`src/rtl/mem_rf.sv`:
```
// Multi-read-port register file with bit-masked writes and a self-clearing sweep.
// Optional macro MEM_RF_BYPASS_EN selects write-first reads on a same-cycle address match.
module mem_rf #(
  parameter int ADDR_SIZE = 4,
  parameter int BYTE_SIZE = 8,
  parameter int NUM_READ  = 2
) (
  input  logic                          clock,
  input  logic                          reset_n,
  input  logic                          wen,
  input  logic [ADDR_SIZE-1:0]          waddr,
  input  logic [BYTE_SIZE-1:0]          wdata,
  input  logic [BYTE_SIZE-1:0]          wmask,
  input  logic [NUM_READ-1:0]           ren,
  input  logic [NUM_READ*ADDR_SIZE-1:0] raddr,
  output logic [NUM_READ*BYTE_SIZE-1:0] rdata,
  output logic [NUM_READ-1:0]           rvalid,
  input  logic                          clear,
  output logic                          busy
);

  localparam int DEPTH = 2**ADDR_SIZE;
  localparam logic [ADDR_SIZE-1:0] LAST_ADDR = ADDR_SIZE'(DEPTH - 1);

  typedef enum logic {
    S_IDLE  = 1'b0,
    S_CLEAR = 1'b1
  } state_t;

  state_t                        state_q, state_d;
  logic [ADDR_SIZE-1:0]          clr_addr_q, clr_addr_d;
  logic [NUM_READ*BYTE_SIZE-1:0] rdata_q, rdata_d;
  logic [NUM_READ-1:0]           rvalid_q, rvalid_d;

  logic [BYTE_SIZE-1:0] mem_q [DEPTH];
  logic                 mem_we;
  logic [ADDR_SIZE-1:0] mem_waddr;
  logic [BYTE_SIZE-1:0] mem_wdata;
  logic [BYTE_SIZE-1:0] merged;
  logic [ADDR_SIZE-1:0] ra;

  assign merged = (mem_q[waddr] & ~wmask) | (wdata & wmask);

  always_comb begin
    state_d    = state_q;
    clr_addr_d = clr_addr_q;
    mem_we     = 1'b0;
    mem_waddr  = waddr;
    mem_wdata  = merged;
    rdata_d    = rdata_q;
    rvalid_d   = '0;
    ra         = '0;
    case (state_q)
      S_CLEAR: begin
        // One zero write per cycle; all user requests are ignored here.
        mem_we    = 1'b1;
        mem_waddr = clr_addr_q;
        mem_wdata = '0;
        if (clr_addr_q == LAST_ADDR) begin
          state_d    = S_IDLE;
          clr_addr_d = '0;
        end else begin
          clr_addr_d = clr_addr_q + ADDR_SIZE'(1);
        end
      end
      default: begin
        // Clear wins over a same-cycle write; reads are still served.
        if (clear) begin
          state_d    = S_CLEAR;
          clr_addr_d = '0;
        end else begin
          mem_we = wen;
        end
        for (int i = 0; i < NUM_READ; i++) begin
          if (ren[i]) begin
            ra          = raddr[i*ADDR_SIZE +: ADDR_SIZE];
            rvalid_d[i] = 1'b1;
`ifdef MEM_RF_BYPASS_EN
            if (mem_we && (ra == waddr)) begin
              rdata_d[i*BYTE_SIZE +: BYTE_SIZE] = merged;
            end else begin
              rdata_d[i*BYTE_SIZE +: BYTE_SIZE] = mem_q[ra];
            end
`else
            rdata_d[i*BYTE_SIZE +: BYTE_SIZE] = mem_q[ra];
`endif
          end
        end
      end
    endcase
  end

  // Reset lands in CLEAR so the array is always swept before first use.
  always_ff @(posedge clock or negedge reset_n) begin
    if (!reset_n) begin
      state_q    <= S_CLEAR;
      clr_addr_q <= '0;
      rdata_q    <= '0;
      rvalid_q   <= '0;
    end else begin
      state_q    <= state_d;
      clr_addr_q <= clr_addr_d;
      rdata_q    <= rdata_d;
      rvalid_q   <= rvalid_d;
    end
  end

  always_ff @(posedge clock) begin
    if (mem_we) begin
      mem_q[mem_waddr] <= mem_wdata;
    end
  end

  assign rdata  = rdata_q;
  assign rvalid = rvalid_q;
  assign busy   = (state_q == S_CLEAR);

endmodule

```
`config.mk`:
```
export PLATFORM = sky130hd
export DESIGN_NAME = mem_rf
export DESIGN_NICKNAME = d
export VERILOG_FILES = /design/src/rtl/mem_rf.sv
export SDC_FILE = /design/constraint.sdc
export NUM_CORES = 1
export LEC_CHECK = 0
export CAP_MARGIN = 40
export CORE_MARGIN = 2
export CORE_UTILIZATION = 54
export DETAILED_ROUTE_END_ITERATION = 8
export PLACE_DENSITY_LB_ADDON = 0.1
export SLEW_MARGIN = 10
export SYNTH_ARGS = -nofsm -noshare
export SYNTH_HDL_FRONTEND = slang
export SYNTH_SLANG_ARGS = --single-unit
```
`constraint.sdc`:
```
create_clock -name clock -period 1.8 [get_ports clock]
set_input_delay 0.18 -clock clock [delete_from_list [all_inputs] [get_ports clock]]
set_output_delay 0.18 -clock clock [all_outputs]
set_load 0.05 [all_outputs]
```
==> flow_summary.yaml, run 1 <==
finish:
  multi_input_area_um2: 3910
  n_antenna_cell: 0
  fillers: 977
  nets: 862
  regArea_um2: 4420
  syn2layout_area_growth_pct: 31.6
  drive_gt1_frac: 0.224
logic_synthesis:
  synth_seq_area_share: 0.526
  syn_inst: 703
  synth_seq_cells: 151
  synth_ff_type: "edfxtp_1"
  synth.area.top_cells: "edfxtp_1 46%, mux2i_1 23%, dfrtp_1 6.6%, a22oi_1 5.1%, nand2_1 3.9%"
  synth_area_um2: 8400
  synth_top_area_cell: "edfxtp_1"
  yosysWarnings: 0
  post-synth-top-count-cell: "mux2i_1"
  syn_avg_cell_area_um2: 11.9
  synth-edff-count: 128
  yosys-top-cells-count: "193 x mux2i_1, 128 x edfxtp_1, 88 x nand2_1"
  ys_types: 39
  synth_top_area_frac: 0.458
  syn_nets: 738
  async_flop_share: 0.152
clock_network:
  cts_hold_buffers: 0
  clockBufferDepth: 2
  clock_sinks: 151
  cts_root_buffer: "clkbuf_16"
  cts_tree: "done"
  clkTransAtPathRegs_ns: 0.06
  clk-insertion-delay-late_ns: 0.43
  cts_buffers: 17
  htree_levels: 4
routing:
  vias: 6896
  wl_met3_mm: 3.28
  routed-wl-met2_mm: 12.4
  drtPass1Iterations: 6
  wl_per_cell_um: 26.9
  top_layer_used: "met4"
  final_antenna_net_count: 0
  drt_iter0_markers: 964
  remaining_drc_errors: 0
  avgViaCountPerCell: 6.71
  routed_wl_mm: 27.6
  met1Wirelength_mm: 10.3
timing:
  setup_violations: 105
  slew_headroom: 0.626
  whs_ns: 0.130
  finalCritPeriodShare: 1.04
  fin_crit_ns: 1.88
  slew_viol_final: 0
  rsz0062_at_grt: "true"
  hold_viol_final: 0
  worst_slack_ns: -0.0799
  tightest_slew_ns: 0.561
  fmax_mhz: 532
  worst_clock_skew_ns: 0.00761
floorplanning:
  fp.dieW_um: 129
  ios: 53
  initial_core_util: 0.553
  die_area_um2: 16600
  design.core.area_um2: 15200
  rows: 45
  die_h_um: 129
power:
  ir_drop_mv: 1.13
  power_leakage_uw: 0.00446
  p_per_area_nw_per_um2: 1300
worst_setup_path:
  endpoint_kind: "register"
  crit_path_start_kind: "register"
  critPathRequiredTime_ns: 1.94
  cp.arrival_ns: 2.02
  path_class: "register to register"
  crit_fanout: 8
run_status:
  violations: "negative setup slack"
  status: "complete, but fails checks"
job:
  drv_cap: 0
placed_design:
  hpwlAfterDp_mm: 18.6
  port_buffers: 52
  routabilityCongestion: 0.951
  pre_cts_ws_ns: -0.415
global_routing:
  grt_max_degree: 45
  grt_pass1_vias: 7062
  antenna_found_initial: 0
  grt_pass1_wl_mm: 40.8
  grtUsageTotal: 0.340
  grt-ovfl-total: 0
min_path:
  hp-class: "input port to async pin"
==> sequential cells by signal, summed over array words and instances (netlist names) <==
register,count
clr_addr_q,4
rvalid,2
rdata,16
mem_q,128
busy,1
==> per-layer routing <==
layer | up-vias | global-route usage
met3 | 126 | 0.0757
met2 | 526 | 0.523
met5 | - | 0
li1 | 2959 | -
met1 | 3285 | 0.444
met4 | 0 | 0.205
==> repair_timing <==
action,CTS,global route
resized for setup,19,16
buffers inserted,11,0
endpoints found under the setup margin,246,229
pin swaps,10,1
==> path summary, 6_finish.rpt <==
kind | startpoint | end | slack, ns | depth (start not counted)
min reg2reg | rdata[1]$_DFFE_PN0P_ | rdata[1]$_DFFE_PN0P_ | 0.50 | 2
min | reset_n | rdata[9]$_DFFE_PN0P_ | 0.13 | 2
max in group asynchronous | reset_n | busy$_DFF_PN1_ | 1.34 | 2
min in group clock | clear | clr_addr_q[1]$_DFFE_PN0P_ | 0.46 | 3
max reg2reg | busy$_DFF_PN1_ | mem_q[6][6]$_DFFE_PP_ | -0.08 | 6
max | busy$_DFF_PN1_ | mem_q[6][6]$_DFFE_PP_ | -0.08 | 6
==> power breakdown <==
part / total (µW) / internal (µW) / leakage, µW / switching, µW
clock: 3860 / 2370 / 0.000300 / 1490
combinational: 5170 / 2160 / 0.00268 / 3010
sequential: 5360 / 4760 / 0.00149 / 601
==> worst max-delay path, cell delays in order (launching register included) <==
cell and delay (ns):
dfstp_2 0.39, buf_12 0.13, or4b_4 0.50, o21ai_4 0.11
nand2_4 0.13, nor2_4 0.15, buf_12 0.16
==> per-stage QoR <==
| stage | cell area [µm²] | util | total power [µW] | setup TNS [ns] | cells |
|---|---|---|---|---|---|
| 2_1_floorplan | 8640 | - | 7990 | -11.09 | 703 |
| 3_3_place_gp | 10200 | 0.668 | 10000 | -55.81 | 985 |
| 3_5_place_dp | 10200 | 0.668 | 10200 | -60.50 | 985 |
| 4_1_cts | 11000 | 0.723 | 14200 | -0.758 | 1027 |
| 5_1_grt | 11000 | 0.727 | 14800 | -9.04 | 1027 |
| 6_report | 11000 | 0.727 | 14400 | -3.03 | 1027 |
==> final cells by class <==
| type | instances | area share |
|---|---|---|
| timing repair buffer | 160 | 0.165 |
| multi-input combinational | 492 | 0.354 |
| inverter | 5 | 0.00170 |
| clock inverter | 13 | 0.0177 |
| tap | 188 | 0.0213 |
| sequential | 151 | 0.400 |
| clock buffer | 18 | 0.0397 |
==> logic make-up after synthesis <==
logic type	share of synthesized area
adders and majority gates	0.00149
muxes	0.231
DFF	0.526
and+or+nand+nor	0.0947
AOI/OAI and AO/OA	0.105
buffers and inverters	0.0416
==> cell usage in the layout, fill, tap and decap left out, types with 6 or more instances in the layout <==
cell	instances
dlygate4sd2_1	6
buf_4	72
mux2i_1	192
clkdlybuf4s50_1	33
edfxtp_1	128
nand4_1	17
nor2b_1	6
o211ai_1	24
clkbuf_16	17
dlymetal6s2s_1	6
nand2_1	84
nor2_1	7
a21oi_1	9
nor2_4	16
buf_12	39
dfrtp_1	22
a22oi_1	56
nand3_1	33
a211oi_2	6
(Power assumes the default switching activity.)
==> run 2, diff against run 1 <==
--- a/config.mk
+++ b/config.mk
@@ -6,7 +6,6 @@
 export NUM_CORES = 1
 export LEC_CHECK = 0
 export CAP_MARGIN = 40
-export CORE_MARGIN = 2
 export CORE_UTILIZATION = 54
 export DETAILED_ROUTE_END_ITERATION = 8
 export PLACE_DENSITY_LB_ADDON = 0.1
==> flow_summary.yaml, run 2 (synthesis gave the netlist of run 1 again) <==
routing:
  routed_wl_mm: 28.7
  wl_per_cell_um: 27.8
  drt_iter0_markers: 1007
  final_antenna_net_count: 0
  vias: 7026
  remaining_drc_errors: 0
  avgViaCountPerCell: 6.82
  drtPass1Iterations: 5
worst_setup_path:
  endpoint_kind: "register"
  crit-reg2reg-launch: "busy$_DFF_PN1_"
  r2r_slack_ns: -0.09
  worst-path-buf-inv: 2
  timing.rr.end: "mem_q[7][7]$_DFFE_PP_"
  crit_fanout: 8
  path_class: "register to register"
  r2r_cells: 6
  crit_chain: "buf_6 -> or4b_4 -> o21ai_4 -> nand2_4 -> nor2_4 -> buf_12"
  critPathMaxStageDelay_ns: 0.50
  critPathRequiredTime_ns: 1.93
  slowest_stage: "or4b_4"
  path_delay_family: "simple AND/OR/NAND/NOR gates"
  crit_path_start_kind: "register"
  cp.arrival_ns: 2.02
placed_design:
  postPlaceCellArea_um2: 9990
  hpwlAfterDp_mm: 18.5
  routabilityCongestion: 0.924
  port_buffers: 52
global_routing:
  met1_usage: 0.468
  grt-ovfl-total: 0
  grtUsageTotal: 0.361
  grt_busiest_layer: "met2"
  met3_usage: 0.0890
  grt_pass1_vias: 7097
  grt_max_degree: 37
  antenna_found_initial: 0
  grtUsageMet2: 0.557
  grt_pass1_wl_mm: 41.3
clock_network:
  cts_buffers: 17
  htree_levels: 4
  cts_hold_buffers: 0
  clkTransAtPathRegs_ns: 0.06
  clock_sinks: 151
  clk-insertion-delay-late_ns: 0.43
  cts_root_buffer: "clkbuf_16"
  clockBufferDepth: 2
  cts_tree: "done"
floorplanning:
  die_h_um: 127
  die_area_um2: 16100
  rows: 45
  ios: 53
  initial_core_util: 0.553
  design.core.area_um2: 15200
  fp.dieW_um: 127
finish:
  final_common_cell: "mux2i_1"
  mostFrequentLayoutCells: "192 x mux2i_1, 128 x edfxtp_1, 84 x nand2_1"
  multi_input_area_um2: 3970
  post-route-cell-area_um2: 11000
  largest_register: "mem_q"
  fillers: 999
  syn2layout_area_growth_pct: 31.5
  regArea_um2: 4420
  largest_reg_flops: 128
  drive_gt1_frac: 0.229
  n_antenna_cell: 0
  nets: 864
timing:
  whs_ns: 0.155
  tightest_slew_ns: 0.574
  hold_viol_final: 0
  rsz0062_at_grt: "true"
  fin_crit_ns: 1.89
  worst_clock_skew_ns: 0.0107
  finalCritPeriodShare: 1.05
  slew_headroom: 0.616
  fmax_mhz: 529
  worst_slack_ns: -0.0894
  setup_violations: 150
  slew_viol_final: 0
job:
  drv_cap: 0
power:
  power_leakage_uw: 0.00442
  p_per_area_nw_per_um2: 1270
  ir_drop_mv: 0.917
run_status:
  violations: "negative setup slack"
  status: "complete, but fails checks"
min_path:
  hp-class: "input port to async pin"
==> run 2: layer usage <==
layer,vias to the layer above,part of all wire
li1,2972,-
met2,548,0.45
met5,-,0
met4,0,0.053
met1,3382,0.38
met3,124,0.12
==> run 2: how the worst max path moves through the flow <==
stage | from | slack (ns) | end | depth (start not counted)
5_1_grt | busy$_DFF_PN1_ | -0.10 | mem_q[3][0]$_DFFE_PP_ | 6
3_5_place_dp | waddr[3] | -0.46 | mem_q[7][1]$_DFFE_PP_ | 6
6_report | busy$_DFF_PN1_ | -0.09 | mem_q[7][7]$_DFFE_PP_ | 6
4_1_cts | busy$_DFF_PN1_ | -0.05 | mem_q[1][4]$_DFFE_PP_ | 6
2_1_floorplan | busy$_DFF_PN1_ | -0.11 | mem_q[0][0]$_DFFE_PP_ | 5
3_3_place_gp | waddr[1] | -0.60 | mem_q[10][3]$_DFFE_PP_ | 7
==> run 2: report_power, final <==
group	switching, µW	leakage [µW]	internal (µW)
clock	1340	0.000267	2010
sequential	591	0.00149	4760
combinational	3110	0.00267	2210
total	5040	0.00442	8980
==> run 2: layout make-up <==
| cell class | instances | area share |
|---|---|---|
| sequential | 151 | 0.400 |
| multi-input combinational | 492 | 0.359 |
| timing repair buffer | 162 | 0.168 |
| clock buffer | 21 | 0.0399 |
| tap | 188 | 0.0213 |
| clock inverter | 11 | 0.00974 |
| inverter | 5 | 0.00170 |
==> run 2: timing repair <==
action / 4_1_cts / 5_1_grt
gates resized for setup: 20 / 46
buffers inserted: 13 / 8
hold endpoints to repair: 0 / 0
setup endpoints to repair: 240 / 246
cloned: 0 / 1
pin swaps: 11 / 21
==> run 2: worst register-to-register path: stages (launching register included) <==
cell     delay (ns)
dfstp_2        0.40
buf_6          0.13
or4b_4         0.50
o21ai_4        0.12
nand2_4        0.14
nor2_4         0.15
buf_12         0.15
==> run 2: metrics by stage <==
stage,instances,power [µW],setup slack (ns),TNS (ns),utilization
after floorplan,703,7990,-0.109,-11.09,-
after global placement,974,9890,-0.601,-102.56,0.656
after detailed placement,976,10000,-0.458,-63.97,0.657
after CTS,1021,13700,-0.0459,-1.35,0.711
after global routing,1030,14400,-0.101,-11.52,0.727
final,1030,14000,-0.0894,-6.49,0.727
==> run 3, diff against run 2 <==
--- a/config.mk
+++ b/config.mk
@@ -9,7 +9,6 @@
 export CORE_UTILIZATION = 54
 export DETAILED_ROUTE_END_ITERATION = 8
 export PLACE_DENSITY_LB_ADDON = 0.1
-export SLEW_MARGIN = 10
 export SYNTH_ARGS = -nofsm -noshare
 export SYNTH_HDL_FRONTEND = slang
 export SYNTH_SLANG_ARGS = --single-unit
==> results of run 3 <==
Same layout as run 2: the final DEF is identical, and so are final timing and power.
